[src/rtl/instr_encoder.sv]
// instr_encoder: MIPS32 instruction encoder behind a 2-entry in-order skid buffer.
// Ports: clk, reset (sync, active-high); in_valid/in_ready with in_op, in_rs,
//   in_rt, in_rd, in_sa, in_imm, in_target; out_valid/out_ready with out_instr,
//   out_err; count = accepted requests since reset (wrapping).
package instr_encoder_pkg;
    typedef logic [31:0] word_t;
    typedef enum logic [6:0] {
        NOP,
        SLL, SRL, SRA, SLLV, SRLV, SRAV,
        JR, JALR, SYSCALL, BREAK,
        MFHI, MTHI, MFLO, MTLO,
        MULT, MULTU, DIV, DIVU,
        ADD, ADDU, SUB, SUBU, AND, OR, XOR, NOR, SLT, SLTU,
        BLTZ, BGEZ, BLTZAL, BGEZAL,
        J, JAL,
        BEQ, BNE, BLEZ, BGTZ,
        ADDI, ADDIU, SLTI, SLTIU, ANDI, ORI, XORI, LUI,
        LB, LH, LWL, LW, LBU, LHU, LWR,
        SB, SH, SWL, SW, SWR,
        MFC0, MTC0, ERET,
        MADD, MADDU, MUL, MSUB, MSUBU, CLZ, CLO,
        DECODE_ERROR
    } op_t;
endpackage

module instr_encoder
    import instr_encoder_pkg::*;
#(
    parameter int COUNT_W = 32
) (
    input  logic               clk,
    input  logic               reset,
    input  logic               in_valid,
    output logic               in_ready,
    input  op_t                in_op,
    input  logic [4:0]         in_rs,
    input  logic [4:0]         in_rt,
    input  logic [4:0]         in_rd,
    input  logic [4:0]         in_sa,
    input  logic [15:0]        in_imm,
    input  logic [25:0]        in_target,
    output logic               out_valid,
    input  logic               out_ready,
    output word_t              out_instr,
    output logic               out_err,
    output logic [COUNT_W-1:0] count
);
    typedef enum logic [1:0] {EMPTY, ONE, TWO} state_t;

    typedef struct packed {
        logic  err;
        word_t instr;
    } slot_t;

    localparam logic [4:0] Z5 = 5'd0;

    function automatic word_t r_fmt(
        input logic [4:0] rs,
        input logic [4:0] rt,
        input logic [4:0] rd,
        input logic [4:0] sa,
        input logic [5:0] fn
    );
        return {6'h00, rs, rt, rd, sa, fn};
    endfunction

    function automatic word_t i_fmt(
        input logic [5:0]  opc,
        input logic [4:0]  rs,
        input logic [4:0]  rt,
        input logic [15:0] imm
    );
        return {opc, rs, rt, imm};
    endfunction

    function automatic word_t s2_fmt(
        input logic [4:0] rs,
        input logic [4:0] rt,
        input logic [4:0] rd,
        input logic [5:0] fn
    );
        return {6'h1C, rs, rt, rd, 5'h00, fn};
    endfunction

    slot_t  enc;
    state_t state, state_d;
    slot_t  head, head_d;
    slot_t  tail, tail_d;
    logic   accept, consume;

    // Fields an op does not name are never routed, so they encode as zero.
    always_comb begin
        enc = '0;
        unique case (in_op)
            NOP:     enc.instr = '0;
            SLL:     enc.instr = r_fmt(Z5, in_rt, in_rd, in_sa, 6'h00);
            SRL:     enc.instr = r_fmt(Z5, in_rt, in_rd, in_sa, 6'h02);
            SRA:     enc.instr = r_fmt(Z5, in_rt, in_rd, in_sa, 6'h03);
            SLLV:    enc.instr = r_fmt(in_rs, in_rt, in_rd, Z5, 6'h04);
            SRLV:    enc.instr = r_fmt(in_rs, in_rt, in_rd, Z5, 6'h06);
            SRAV:    enc.instr = r_fmt(in_rs, in_rt, in_rd, Z5, 6'h07);
            JR:      enc.instr = r_fmt(in_rs, Z5, Z5, Z5, 6'h08);
            JALR:    enc.instr = r_fmt(in_rs, Z5, in_rd, Z5, 6'h09);
            SYSCALL: enc.instr = r_fmt(Z5, Z5, Z5, Z5, 6'h0C);
            BREAK:   enc.instr = r_fmt(Z5, Z5, Z5, Z5, 6'h0D);
            MFHI:    enc.instr = r_fmt(Z5, Z5, in_rd, Z5, 6'h10);
            MTHI:    enc.instr = r_fmt(in_rs, Z5, Z5, Z5, 6'h11);
            MFLO:    enc.instr = r_fmt(Z5, Z5, in_rd, Z5, 6'h12);
            MTLO:    enc.instr = r_fmt(in_rs, Z5, Z5, Z5, 6'h13);
            MULT:    enc.instr = r_fmt(in_rs, in_rt, Z5, Z5, 6'h18);
            MULTU:   enc.instr = r_fmt(in_rs, in_rt, Z5, Z5, 6'h19);
            DIV:     enc.instr = r_fmt(in_rs, in_rt, Z5, Z5, 6'h1A);
            DIVU:    enc.instr = r_fmt(in_rs, in_rt, Z5, Z5, 6'h1B);
            ADD:     enc.instr = r_fmt(in_rs, in_rt, in_rd, Z5, 6'h20);
            ADDU:    enc.instr = r_fmt(in_rs, in_rt, in_rd, Z5, 6'h21);
            SUB:     enc.instr = r_fmt(in_rs, in_rt, in_rd, Z5, 6'h22);
            SUBU:    enc.instr = r_fmt(in_rs, in_rt, in_rd, Z5, 6'h23);
            AND:     enc.instr = r_fmt(in_rs, in_rt, in_rd, Z5, 6'h24);
            OR:      enc.instr = r_fmt(in_rs, in_rt, in_rd, Z5, 6'h25);
            XOR:     enc.instr = r_fmt(in_rs, in_rt, in_rd, Z5, 6'h26);
            NOR:     enc.instr = r_fmt(in_rs, in_rt, in_rd, Z5, 6'h27);
            SLT:     enc.instr = r_fmt(in_rs, in_rt, in_rd, Z5, 6'h2A);
            SLTU:    enc.instr = r_fmt(in_rs, in_rt, in_rd, Z5, 6'h2B);
            BLTZ:    enc.instr = i_fmt(6'h01, in_rs, 5'h00, in_imm);
            BGEZ:    enc.instr = i_fmt(6'h01, in_rs, 5'h01, in_imm);
            BLTZAL:  enc.instr = i_fmt(6'h01, in_rs, 5'h10, in_imm);
            BGEZAL:  enc.instr = i_fmt(6'h01, in_rs, 5'h11, in_imm);
            J:       enc.instr = {6'h02, in_target};
            JAL:     enc.instr = {6'h03, in_target};
            BEQ:     enc.instr = i_fmt(6'h04, in_rs, in_rt, in_imm);
            BNE:     enc.instr = i_fmt(6'h05, in_rs, in_rt, in_imm);
            BLEZ:    enc.instr = i_fmt(6'h06, in_rs, Z5, in_imm);
            BGTZ:    enc.instr = i_fmt(6'h07, in_rs, Z5, in_imm);
            ADDI:    enc.instr = i_fmt(6'h08, in_rs, in_rt, in_imm);
            ADDIU:   enc.instr = i_fmt(6'h09, in_rs, in_rt, in_imm);
            SLTI:    enc.instr = i_fmt(6'h0A, in_rs, in_rt, in_imm);
            SLTIU:   enc.instr = i_fmt(6'h0B, in_rs, in_rt, in_imm);
            ANDI:    enc.instr = i_fmt(6'h0C, in_rs, in_rt, in_imm);
            ORI:     enc.instr = i_fmt(6'h0D, in_rs, in_rt, in_imm);
            XORI:    enc.instr = i_fmt(6'h0E, in_rs, in_rt, in_imm);
            LUI:     enc.instr = i_fmt(6'h0F, Z5, in_rt, in_imm);
            LB:      enc.instr = i_fmt(6'h20, in_rs, in_rt, in_imm);
            LH:      enc.instr = i_fmt(6'h21, in_rs, in_rt, in_imm);
            LWL:     enc.instr = i_fmt(6'h22, in_rs, in_rt, in_imm);
            LW:      enc.instr = i_fmt(6'h23, in_rs, in_rt, in_imm);
            LBU:     enc.instr = i_fmt(6'h24, in_rs, in_rt, in_imm);
            LHU:     enc.instr = i_fmt(6'h25, in_rs, in_rt, in_imm);
            LWR:     enc.instr = i_fmt(6'h26, in_rs, in_rt, in_imm);
            SB:      enc.instr = i_fmt(6'h28, in_rs, in_rt, in_imm);
            SH:      enc.instr = i_fmt(6'h29, in_rs, in_rt, in_imm);
            SWL:     enc.instr = i_fmt(6'h2A, in_rs, in_rt, in_imm);
            SW:      enc.instr = i_fmt(6'h2B, in_rs, in_rt, in_imm);
            SWR:     enc.instr = i_fmt(6'h2E, in_rs, in_rt, in_imm);
            MFC0:    enc.instr = {6'h10, 5'h00, in_rt, in_rd, 11'h000};
            MTC0:    enc.instr = {6'h10, 5'h04, in_rt, in_rd, 11'h000};
            ERET:    enc.instr = 32'h4200_0018;
            MADD:    enc.instr = s2_fmt(in_rs, in_rt, in_rd, 6'h00);
            MADDU:   enc.instr = s2_fmt(in_rs, in_rt, in_rd, 6'h01);
            MUL:     enc.instr = s2_fmt(in_rs, in_rt, in_rd, 6'h02);
            MSUB:    enc.instr = s2_fmt(in_rs, in_rt, in_rd, 6'h04);
            MSUBU:   enc.instr = s2_fmt(in_rs, in_rt, in_rd, 6'h05);
            CLZ:     enc.instr = s2_fmt(in_rs, in_rt, in_rd, 6'h20);
            CLO:     enc.instr = s2_fmt(in_rs, in_rt, in_rd, 6'h21);
            default: enc.err = 1'b1;
        endcase
    end

    assign accept    = in_valid && in_ready;
    assign consume   = out_valid && out_ready;
    assign out_valid = (state != EMPTY);
    assign out_instr = head.instr;
    assign out_err   = head.err;

    // head is the word on out_*, tail the one queued behind it.
    always_comb begin
        state_d = state;
        head_d  = head;
        tail_d  = tail;
        unique case (state)
            EMPTY: begin
                if (accept) begin
                    state_d = ONE;
                    head_d  = enc;
                end
            end
            ONE: begin
                if (accept && consume) begin
                    head_d = enc;
                end else if (accept) begin
                    state_d = TWO;
                    tail_d  = enc;
                end else if (consume) begin
                    state_d = EMPTY;
                end
            end
            TWO: begin
                if (consume) begin
                    state_d = ONE;
                    head_d  = tail;
                end
            end
            default: state_d = EMPTY;
        endcase
    end

    // in_ready is registered from the next state, so it never sees out_ready.
    always_ff @(posedge clk) begin
        if (reset) begin
            state    <= EMPTY;
            head     <= '0;
            tail     <= '0;
            in_ready <= 1'b0;
            count    <= '0;
        end else begin
            state    <= state_d;
            head     <= head_d;
            tail     <= tail_d;
            in_ready <= (state_d != TWO);
            if (accept) begin
                count <= count + COUNT_W'(1);
            end
        end
    end
endmodule

[config.mk]
export PLATFORM = sky130hd
export DESIGN_NAME = instr_encoder
export DESIGN_NICKNAME = d
export VERILOG_FILES = /design/src/rtl/instr_encoder.sv
export SDC_FILE = /design/constraint.sdc
export NUM_CORES = 1
export LEC_CHECK = 0
export ABC_AREA = 1
export CORE_UTILIZATION = 55
export DETAILED_ROUTE_END_ITERATION = 12
export PLACE_DENSITY_LB_ADDON = 0.15
export RECOVER_POWER = 25
export SLEW_MARGIN = 30
export SYNTH_ARGS = -nofsm -noshare
export SYNTH_HDL_FRONTEND = slang
export SYNTH_SLANG_ARGS = --single-unit
[constraint.sdc]
create_clock -name clk -period 2.05 [get_ports clk]
set_input_delay 0.3075 -clock clk [delete_from_list [all_inputs] [get_ports clk]]
set_output_delay 0.3075 -clock clk [all_outputs]
set_load 0.01 [all_outputs]
== Yosys cells after proc, flatten, opt, wreduce, memory -nomap -nowiden ==
Index checks and enable logic that the tools add are counted.
Storage, ports and cells
  register bits: 101
  logic and storage cells: 105
Cells by class
  $add $sub $neg: 1
  equal/unequal tests: 74
  mux-type cells: 12
  bitwise gates (word level): 1
  reductions and logical operators: 10
Operator list (count)
  32-bit case mux with 68 select lines: 1
  7-bit by 6-bit == test with 1-bit output (second input constant): 32
  7-bit by 5-bit == test with 1-bit output (second input constant): 16
  33-bit two-way mux: 3
  33-bit case mux with 3 select lines: 1
  69-bit OR reduction: 1
  7-bit by 4-bit == test with 1-bit output (second input constant): 8
  7-bit == test (second input constant): 5
  32-bit by 1-bit adder with 32-bit output (second input constant): 1
  7-bit by 3-bit == test with 1-bit output (second input constant): 4
  7-bit by 2-bit == test with 1-bit output (second input constant): 2
  2-bit two-way mux: 5
  2-bit != test (second input constant): 4
  7-bit by 1-bit == test with 1-bit output (second input constant): 1
  7-bit zero test: 1
  2-bit case mux with 3 select lines: 1
  4-bit AND reduction: 1
  1-bit logical AND: 3
  3-bit AND reduction: 1
  3-bit nonzero test: 1
  2-bit by 1-bit == test with 1-bit output (second input constant): 1
  2-bit == test (second input constant): 1
  2-bit zero test: 1
  2-bit nonzero test: 1
  other kinds (2): 2

== Logic depth before layout (Yosys ltp) ==
  word-level depth: 7
  gate-level depth with buffers: 16

== Worst setup path after synthesis ==
Ideal clock, no wire load.
  path kind: flip-flop to flip-flop
  start point: reg count[3]
  end point: reg count[20]
  data arrival time: 1.716 ns
  required time: 1.922 ns
  setup slack: 0.206 ns
  stages on the path, launching flop included: 12
  clock period less this slack: 1.844 ns
  path through: dfxtp_1 -> nand2_1 -> inv_1 -> nand4_1 -> nor2_1 -> nand3_1 -> nor3_1 -> nand2_1 -> nor2_1 -> nand2_1 -> xor2_1 -> nor2_1
Between the ends
  word-level cells in the longest chain between the ends: 1
Ends and longest elaborated chain
  from (decl): RTL line 46  | output logic [COUNT_W-1:0] count
  from (signal assigned): RTL line 220  | count <= count + COUNT_W'(1);
  32-bit by 1-bit adder with 32-bit output: RTL line 220
No other way between the ends.
A chain may end at the register's enable or synchronous reset.

== Worst setup path after layout ==
  start point: reg count[1]
  end point: reg count[15]
The elaborated chain is that of the path after synthesis.

==> metrics.csv <==
stage,metric,value,unit
outcome,outcome,finished clean,
detailed_routing,routed_wl,31.4,mm
cts,clk_pin_slew,70,ps
flow_run,cap_viol_max_count,0,
place,io_buffers,139,
floorplanning,initial_utilization,0.568,
synth,syn_nets,1731,
worst_setup_path,path_max_fanout,4,
cts,cts_max_level,3,
detailed_routing,wl_per_cell,14.8,µm
power,leakage,6.20,nW
layout,synthToLayoutAreaGrowth,39.4,%
synth,yosysSeqAreaShare,0.232,
synth,netlist_area,0.00870,mm²
detailed_routing,drt_iter0_drc,1042,
detailed_routing,num_vias,11800,
floorplanning,dieWidth,128,µm
cts,cts.path.max_buffers,2,
place,dpl_worst_slack,-738,ps
floorplanning,die_h,128,µm
global_route,grt_pass1_vias,10500,
place,dp_hpwl,23.7,mm
sta,setup_viol,0,
worst_setup_path,start_kind,register,
sta,worst_slack,148,ps
floorplanning,dieArea,0.0163,mm²
layout,layout-drive-gt1-share,0.144,
floorplanning,num_rows,45,
power,vdd_ir_drop_max,0.000488,V
sta,hold_viol_final,0,
cts,numCtsBuffers,9,
cts,clkSinkCount,101,
sta,period_share,0.928,
sta,clock.fmax,526,MHz
floorplanning,pin_count,140,
sta,fin_crit,1900,ps
synth,syn_inst,1657,
sta,finalSetupTns,0,ps
synth,synth_seq_cells,101,
floorplanning,core_region_area,0.0153,mm²
detailed_routing,via_per_inst,5.56,
detailed_routing,drcViolationCount,0,
sta,whs,349,ps
synth,synth_cell_types,37,
global_route,grt_util_all_layers,0.378,
global_route,grt_start_max_net_pins,52,
sta,clock_skew,10.9,ps
cts,clock_latency,350,ps
worst_setup_path,arrival,2150,ps
synth,synth_warnings,0,
layout,diodes,0,
global_route,antenna_found_initial,0,
global_route,grt_pass1_wl,50.0,mm
place,place_congestion,1.01,
cts,cts_root_buffer,clkbuf_16,
sta,maxSlewHeadroom,0.569,
synth,avgSynthCellArea,5.25,µm²
detailed_routing,firstDrtPassIters,8,
sta,drv_slew,0,
detailed_routing,detail-route-antenna-nets,0,
worst_setup_path,cp-end-kind,register,
hold_path,hold_class,in2reg,
power,power.density,403,mW/mm²
cts,cts_tree,done,
worst_setup_path,cp.required,2300,ps
layout,nNetsFinal,1977,
sta,worst_pin_slew,646,ps
global_route,grt_overflow,0,
worst_setup_path,crit_type,reg2reg,
==> state kept, by name (all words and copies together) (netlist names) <==
register / flops
in_ready: 1
out_err: 1
state: 2
out_instr: 32
count: 32
tail: 33
==> per-stage QoR <==
| step | power [W] | cell area, µm² | cells | util |
|---|---|---|---|---|
| 2_1_floorplan | 0.00263 | 8700 | 1657 | - |
| 3_3_place_gp | 0.00318 | 11600 | 2098 | 0.760 |
| 3_5_place_dp | 0.00320 | 11600 | 2098 | 0.760 |
| 4_1_cts | 0.00486 | 12100 | 2117 | 0.789 |
| 5_1_grt | 0.00506 | 12100 | 2119 | 0.792 |
| 6_report | 0.00489 | 12100 | 2119 | 0.792 |
==> synthesized netlist by cell type (all sizes together) <==
cell,instances,area share
nand2,600,0.26
nor2,301,0.13
nand3,210,0.12
dfxtp,101,0.23
inv,92,0.040
a21oi,87,0.050
clkbuf,63,0.027
o21ai,55,0.032
buf,35,0.019
nand4,25,0.018
nor3,15,0.0086
o211ai,15,0.013
xor2,8,0.0081
nor4,7,0.0050
xnor2,7,0.0070
a31oi,6,0.0043
or2,5,0.0036
a211oi,4,0.0035
a22oi,3,0.0026
and3,3,0.0022
clkinv,3,0.0013
a22o,2,0.0020
nor3b,2,0.0017
o21a,2,0.0017
a211o,1,0.0010
a21boi,1,0.00086
a41oi,1,0.0010
ha,1,0.0014
o21bai,1,0.00086
o22ai,1,0.00072
==> metal layers <==
| layer | GRT usage | wire (µm) |
|---|---|---|
| met5 | 0 | 0 |
| met1 | 0.462 | 12900 |
| met3 | 0.0463 | 2100 |
| met4 | 0.176 | 1290 |
| met2 | 0.661 | 15100 |
==> worst max-delay path, stage by stage, from the launching register on <==
cell     delay [ps]
dfxtp_1         400
nand2_1         110
nor3_1          290
buf_4           170
nand2_1          60
nor4_1          240
nand4_1         200
nor2_1          170
nand2_1          70
nand2_1          60
nor2_1           40
==> power breakdown <==
group	internal, W	total (W)	switching, W
clock network	0.000928	0.00167	0.000746
registers	0.00201	0.00204	0.0000293
logic	0.000505	0.00118	0.000678
==> kinds of logic (layout without fill, tap and decap cells) <==
logic type | after synthesis | in the layout | share of synthesized area
AO/OA/AOI/OAI | 179 | 179 | 0.113
XOR/XNOR | 15 | 15 | 0.0151
adder cells (fa/ha/maj) | 1 | 1 | 0.00144
buffers and inverters | 193 | 444 | 0.0867
flip-flops | 101 | 101 | 0.232
AND/OR/NAND/NOR | 1168 | 1168 | 0.551
==> timing repair <==
| item | in CTS | in global routing |
|---|---|---|
| setup buffers | 3 | 2 |
| hold buffers | 0 | 0 |
| gates resized for setup | 46 | 33 |
| endpoints found under the setup margin | 61 | 57 |
| pin swaps | 5 | 3 |
==> layout by cell type (no fill, tap or decap), drive strengths merged <==
cell	netlist	routed
a211o	1	1
a211oi	4	4
a21boi	1	1
a21oi	87	87
a22o	2	2
a22oi	3	3
a31oi	6	6
a41oi	1	1
and3	3	3
buf	35	190
clkbuf	63	22
clkdlybuf4s50	0	98
clkinv	3	5
clkinvlp	0	1
dfxtp	101	101
dlygate4sd2	0	2
dlygate4sd3	0	33
ha	1	1
inv	92	93
nand2	600	600
nand3	210	210
nand4	25	25
nor2	301	301
nor3	15	15
nor3b	2	2
nor4	7	7
o211ai	15	15
o21a	2	2
o21ai	55	55
o21bai	1	1
o22ai	1	1
or2	5	5
xnor2	7	7
xor2	8	8
==> path summary, 6_finish.rpt <==
check | end | start | cells after the start | slack, ps
setup / recovery | count[15] | count[1] | 10 | 150
hold / removal | count[19] | reset | 2 | 350
setup reg to reg | count[15] | count[1] | 10 | 150
hold reg to reg | out_instr[0] | out_instr[0] | 2 | 460
==> final cells by class <==
| class | instances | area, µm² |
|---|---|---|
| multi-input cells | 1363 | 6110 |
| fillers | 1258 | 3180 |
| repair buffers | 333 | 3080 |
| flip-flops and latches | 101 | 2020 |
| inverters | 95 | 357 |
| clock buffers | 12 | 267 |
| well taps | 211 | 264 |
| clock inverters | 4 | 30.0 |
Power figures use the tool's default switching activity.
==> edit 1 (config.mk and constraints unchanged) <==
Set the parameter `COUNT_W` to 16 (it was 32).
--- a/src/rtl/instr_encoder.sv
+++ b/src/rtl/instr_encoder.sv
@@ -26,7 +26,7 @@
 module instr_encoder
     import instr_encoder_pkg::*;
 #(
-    parameter int COUNT_W = 32
+    parameter int COUNT_W = 16
 ) (
     input  logic               clk,
     input  logic               reset,
Ports: changed (resized count); port bits go from 140 to 124. The function was not compared with the original's and may differ.
==> edit 1 against the unedited design <==
- synthesized area decreased by 10%
- wire length decreased by 3.4%
- setup slack got worse by 88 ps
- power decreased by 3.4%
- design area decreased by 6.0%
- sequential cell count decreased by 16
- clock skew about the same
- clock power increased by 2%
- sequential power decreased by 16%
- synthesized cell count decreased by 9.0%
- largest cell class unchanged
- largest power group unchanged
==> edit 1: results (changes against the unedited design) <==
[synthesis]
synth_nets = 1582  ; -8.6%
ys_seq_area_share_pct = 21.81  ; -1.4 points
synthTopCellsByCount = nand2_1, nor2_1, nand3_1, inv_1, dfxtp_1
synth_area_leaders = nand2_1, dfxtp_1, nand3_1
synth_cell_types = 29  ; -22%

[critical_path]
endpoint = out_instr[18]$_SDFFE_PP0P_
r2r-end = count[14]$_SDFFE_PP0P_
slowest_stage = nor2_1
cpPeakStageDelay_ps = 230  ; -170 ps
cp_max_fo = 5  ; +1
critPathLaunch = in_op[3]
arrival_ps = 2210  ; +60 ps

[sta]
finalCritPeriodShare_pct = 97.09  ; +4.3 points
tightestPinTransition_ps = 656.5  ; +10.19 ps
timing.hold.ws_ps = 462.0  ; +113.3 ps
skew_ps = 10.47  ; -0.4552 ps

[routing]
vias = 11092  ; -5.9%
route.met3.wl_um = 3040  ; +45%
wire_per_inst_um = 15.71  ; +6.2%
dr.pass1.iters = 5  ; -3
wl_met1_um = 12400  ; -3.6%

[final_layout]
design.seq.count = 85  ; -16%
n_all_inverters = 91  ; -4.2%
clk_share_pct = 2.711  ; +0.27 points
nFillCells = 1030  ; -18%
multiInputGateArea_um2 = 5718  ; -6.4%
buf_share_pct = 27.20  ; +1.8 points
n_all_buffers = 324  ; -2.7%
drive_gt1_share_pct = 19.05  ; +4.7 points
nClkBuffers = 10  ; -2
regArea_um2 = 1702  ; -16%
fin_nets = 1817  ; -8.1%

[power_and_ir_drop]
leakagePower_nw = 5.957  ; -3.8%
power_frac_comb_pct = 27.5  ; +3.3 points
internal-power_mw = 3.251  ; -5.5%
ir_drop_uv = 496.5  ; +1.6%

[cts]
max-clock-path-buffers = 2  ; unchanged
ctsHoldBuffers = 0  ; unchanged
cts_root_buffer = clkbuf_16
cts_buffers = 9  ; unchanged
cts_resized = 70  ; +52%

[hold_path]
hold_end = out_instr[26]$_SDFFE_PP0P_
min_path_type = register to register
min_from = out_instr[26]$_SDFFE_PP0P_

[placement]
pre_cts_ws_ps = -772.4  ; -34.83 ps
hpwl_um = 20870  ; -12%
port_buffers = 123  ; -12%
gp_congestion = 1.037  ; +2.2%

[grt]
globalRouteMet3Util_pct = 6.062  ; +1.4 points
antenna_found_initial = 0  ; unchanged
grt_first_pass_wirelength_um = 47030  ; -6.0%
grt_max_degree = 60  ; +15%
use_met2_pct = 65.79  ; -0.33 points

[outcome]
run_status = complete, no violations

## edit 1: changes by cell type after synthesis, moves of 7 or more
cell / before / now
nand4_1: 25 / 12
xnor2_1: 7 / 0
o21ai_0: 54 / 38
nor2_1: 295 / 268
xor2_1: 8 / 0
dfxtp_1: 101 / 85
nand3_1: 209 / 265
clkbuf_1: 63 / 51
a21oi_1: 87 / 68
nand2_1: 599 / 508
buf_1: 15 / 24
## edit 1: worst min-delay path: stages (launching register included)
cell and delay (ps):
dfxtp_1 310, nand2_1 60, a21oi_1 50
## edit 1: per-stage QoR
stage,area [µm²],TNS [ps],instances
global placement,10540,-38760,1898
CTS,11150,0,1924
global route,11400,-119.1,1928
finish,11400,0,1928
floorplan,7801,0,1508
detailed placement,10550,-38880,1898
## edit 1: kinds of logic (layout without fill, tap and decap cells)
family	Yosys count	after routing	synth area share [%]
fa+ha+maj	1	1	0.1604
flops	85	85	21.81
compound gates	145	145	10.49
buf+inv	191	431	9.655
simple gates	1086	1086	57.88
==> edit 2 (same settings) <==
Made on the original files. Reset style: asynchronous (`reset`), changed in one clocked block.
--- a/src/rtl/instr_encoder.sv
+++ b/src/rtl/instr_encoder.sv
@@ -204,7 +204,7 @@
     end
 
     // in_ready is registered from the next state, so it never sees out_ready.
-    always_ff @(posedge clk) begin
+    always_ff @(posedge clk or posedge reset) begin
         if (reset) begin
             state    <= EMPTY;
             head     <= '0;
Behaviour: differs if reset is asserted again (counterexample within 4 cycles, from zero or initial values and one cycle with reset high); with reset held inactive, the same outputs for 4 cycles.
==> edit 2 against the unedited design <==
- combinational power increased by 140%
- power up 47%
- synthesized area down 29%
- die area fell by 29%
- sequential cell count stayed put
- count of clock-buffer cells in the layout decreased by 3
- cell count shrank 39%
- design area down 27%
- core utilization grew 2.2 points
- wire length is 29% lower
- via count fell by 38%
- setup slack got worse by 98 ps
- highest routed layer unchanged
==> edit 2: results (changes against the unedited design) <==
[routing]
drt_wl_total_um = 22350  ; -29%
wire_per_inst_um = 17.15  ; +16%
vias = 7336  ; -38%
drtIter0Drc = 795  ; -24%
dr.pass1.iters = 8  ; unchanged

[cts]
cts_buffers = 9  ; unchanged
cts_root_buffer = clkbuf_8
htree_levels = 3  ; unchanged
cts_tree = built
max-clock-path-buffers = 2  ; unchanged
clock_latency_ps = 400  ; +50 ps
clk_pin_slew_ps = 110  ; +40 ps

[power_and_ir_drop]
leakagePower_nw = 4.759  ; -23%
ir_drop_uv = 907.5  ; +86%

[final_layout]
drive_gt1_share_pct = 16.34  ; +2.0 points
n_antenna_cell = 0  ; unchanged
largest_reg_flops = 33  ; unchanged
fin_nets = 1232  ; -38%
top_register = tail
nFillCells = 712  ; -43%

[grt]
grt_first_pass_wirelength_um = 33660  ; -33%
grt_max_degree = 102  ; +96%
track_usage_pct = 37.84  ; about the same
grt_pass1_vias = 6877  ; -35%
antenna_found_initial = 0  ; unchanged

[synthesis]
synth_warnings = 0  ; unchanged
synthTopCellsByCount = nand2_1, nor2_1, dfrtp_1, inv_1, nand3_1
synth.avg_cell_area_um2 = 6.728  ; +28%
ys_seq_area_share_pct = 41.10  ; +18 points
synth_ff_type = dfrtp_1
synth_nets = 988  ; -43%
async_reset_ff_share_pct = 100.0  ; +100 points
synth_area_leaders = dfrtp_1, nand2_1, nor2_1
synth_cell_types = 34  ; -8.1%

[critical_path]
cp_max_fo = 4  ; unchanged
arrival_ps = 2290  ; +140 ps
cpPeakStageDelay_ps = 500  ; +100 ps
slowest_stage = clkdlybuf4s50_1

[sta]
final_hold_viol_count = 0  ; unchanged
skew_ps = 18.72  ; +7.801 ps
relSlewSlack_pct = 5.706  ; -51 points

[placement]
hpwl_um = 15820  ; -33%
gp_congestion = 0.9546  ; -5.9%
port_buffers = 139  ; unchanged
dpl.cell_count = 1284  ; -39%

[outcome]
run_status = complete, no violations

[hold_path]
min_path_type = register to register

edit 2: final timing paths:
kind	startpoint	to	slack [ps]	cells past startpoint
min	count[31]$_DFFE_PP0P_	count[31]$_DFFE_PP0P_	480	1
min in group asynchronous	reset	count[2]$_DFFE_PP0P_	920	3
max reg2reg	count[1]$_DFFE_PP0P_	count[30]$_DFFE_PP0P_	50	13
max	in_valid	count[30]$_DFFE_PP0P_	50	15
max in group asynchronous	reset	out_instr[13]$_DFFE_PP0P_	210	3
min reg2reg	count[31]$_DFFE_PP0P_	count[31]$_DFFE_PP0P_	480	1
edit 2: power breakdown:
part / switching, mW / total, mW / internal, mW
Clock: 0.838 / 1.31 / 0.472
Combinational: 1.43 / 2.79 / 1.36
Sequential: 0.446 / 3.07 / 2.63
edit 2: what timing repair did:
item,4_1_cts,5_1_grt
endpoints found under the setup margin,46,49
hold endpoints to repair,0,0
gates resized for setup,20,24
pin swaps,1,8
buffers inserted,0,3
edit 2: cell families (layout without fill, tap and decap cells):
kind of cell    after synthesis  count (layout)  share of synthesized area, %
buf+inv                     107             356                         6.836
xor+xnor                     31              31                         4.415
simple gates                576             576                         38.15
fa+ha+maj                     1               1                        0.2034
flops                       101             101                         41.10
compound gates               98              98                         9.298
edit 2: per-layer routing:
| metal | vias to the layer above | share of wire [%] | GRT usage, % |
|---|---|---|---|
| li1 | 3387 | - | - |
| met1 | 3408 | 39 | 46.08 |
| met2 | 442 | 49 | 65.52 |
| met3 | 99 | 8.0 | 6.840 |
| met4 | 0 | 4.3 | 15.95 |
| met5 | - | 0 | 0 |
edit 2: area by class of cell:
| type | count | area, µm² | area share [%] |
|---|---|---|---|
| Clock buffer | 9 | 123.9 | 1.398 |
| Clock inverter | 7 | 67.56 | 0.7627 |
| Inverter | 82 | 311.5 | 3.517 |
| Multi-Input combinational cell | 706 | 3341 | 37.71 |
| Sequential cell | 101 | 2527 | 28.53 |
| Tap cell | 140 | 175.2 | 1.977 |
| Timing Repair Buffer | 258 | 2312 | 26.10 |
edit 2: through the flow:
stage	hold slack [ps]	worst slack, ps	instance area, µm²	setup TNS, ps
2_1_floorplan	453.7	252.4	6153	0
3_3_place_gp	458.0	-613.0	8532	-29180
3_5_place_dp	460.3	-615.7	8532	-30940
4_1_cts	436.1	19.37	8771	0
5_1_grt	498.8	-37.29	8859	-105.3
6_report	479.4	50.39	8859	0
edit 2: worst max-delay path: cells and delay by family:
kind	cells	cell delay (ps)
XOR/XNOR	1	180
AND/OR/NAND/NOR	8	860
buffers and inverters	6	960
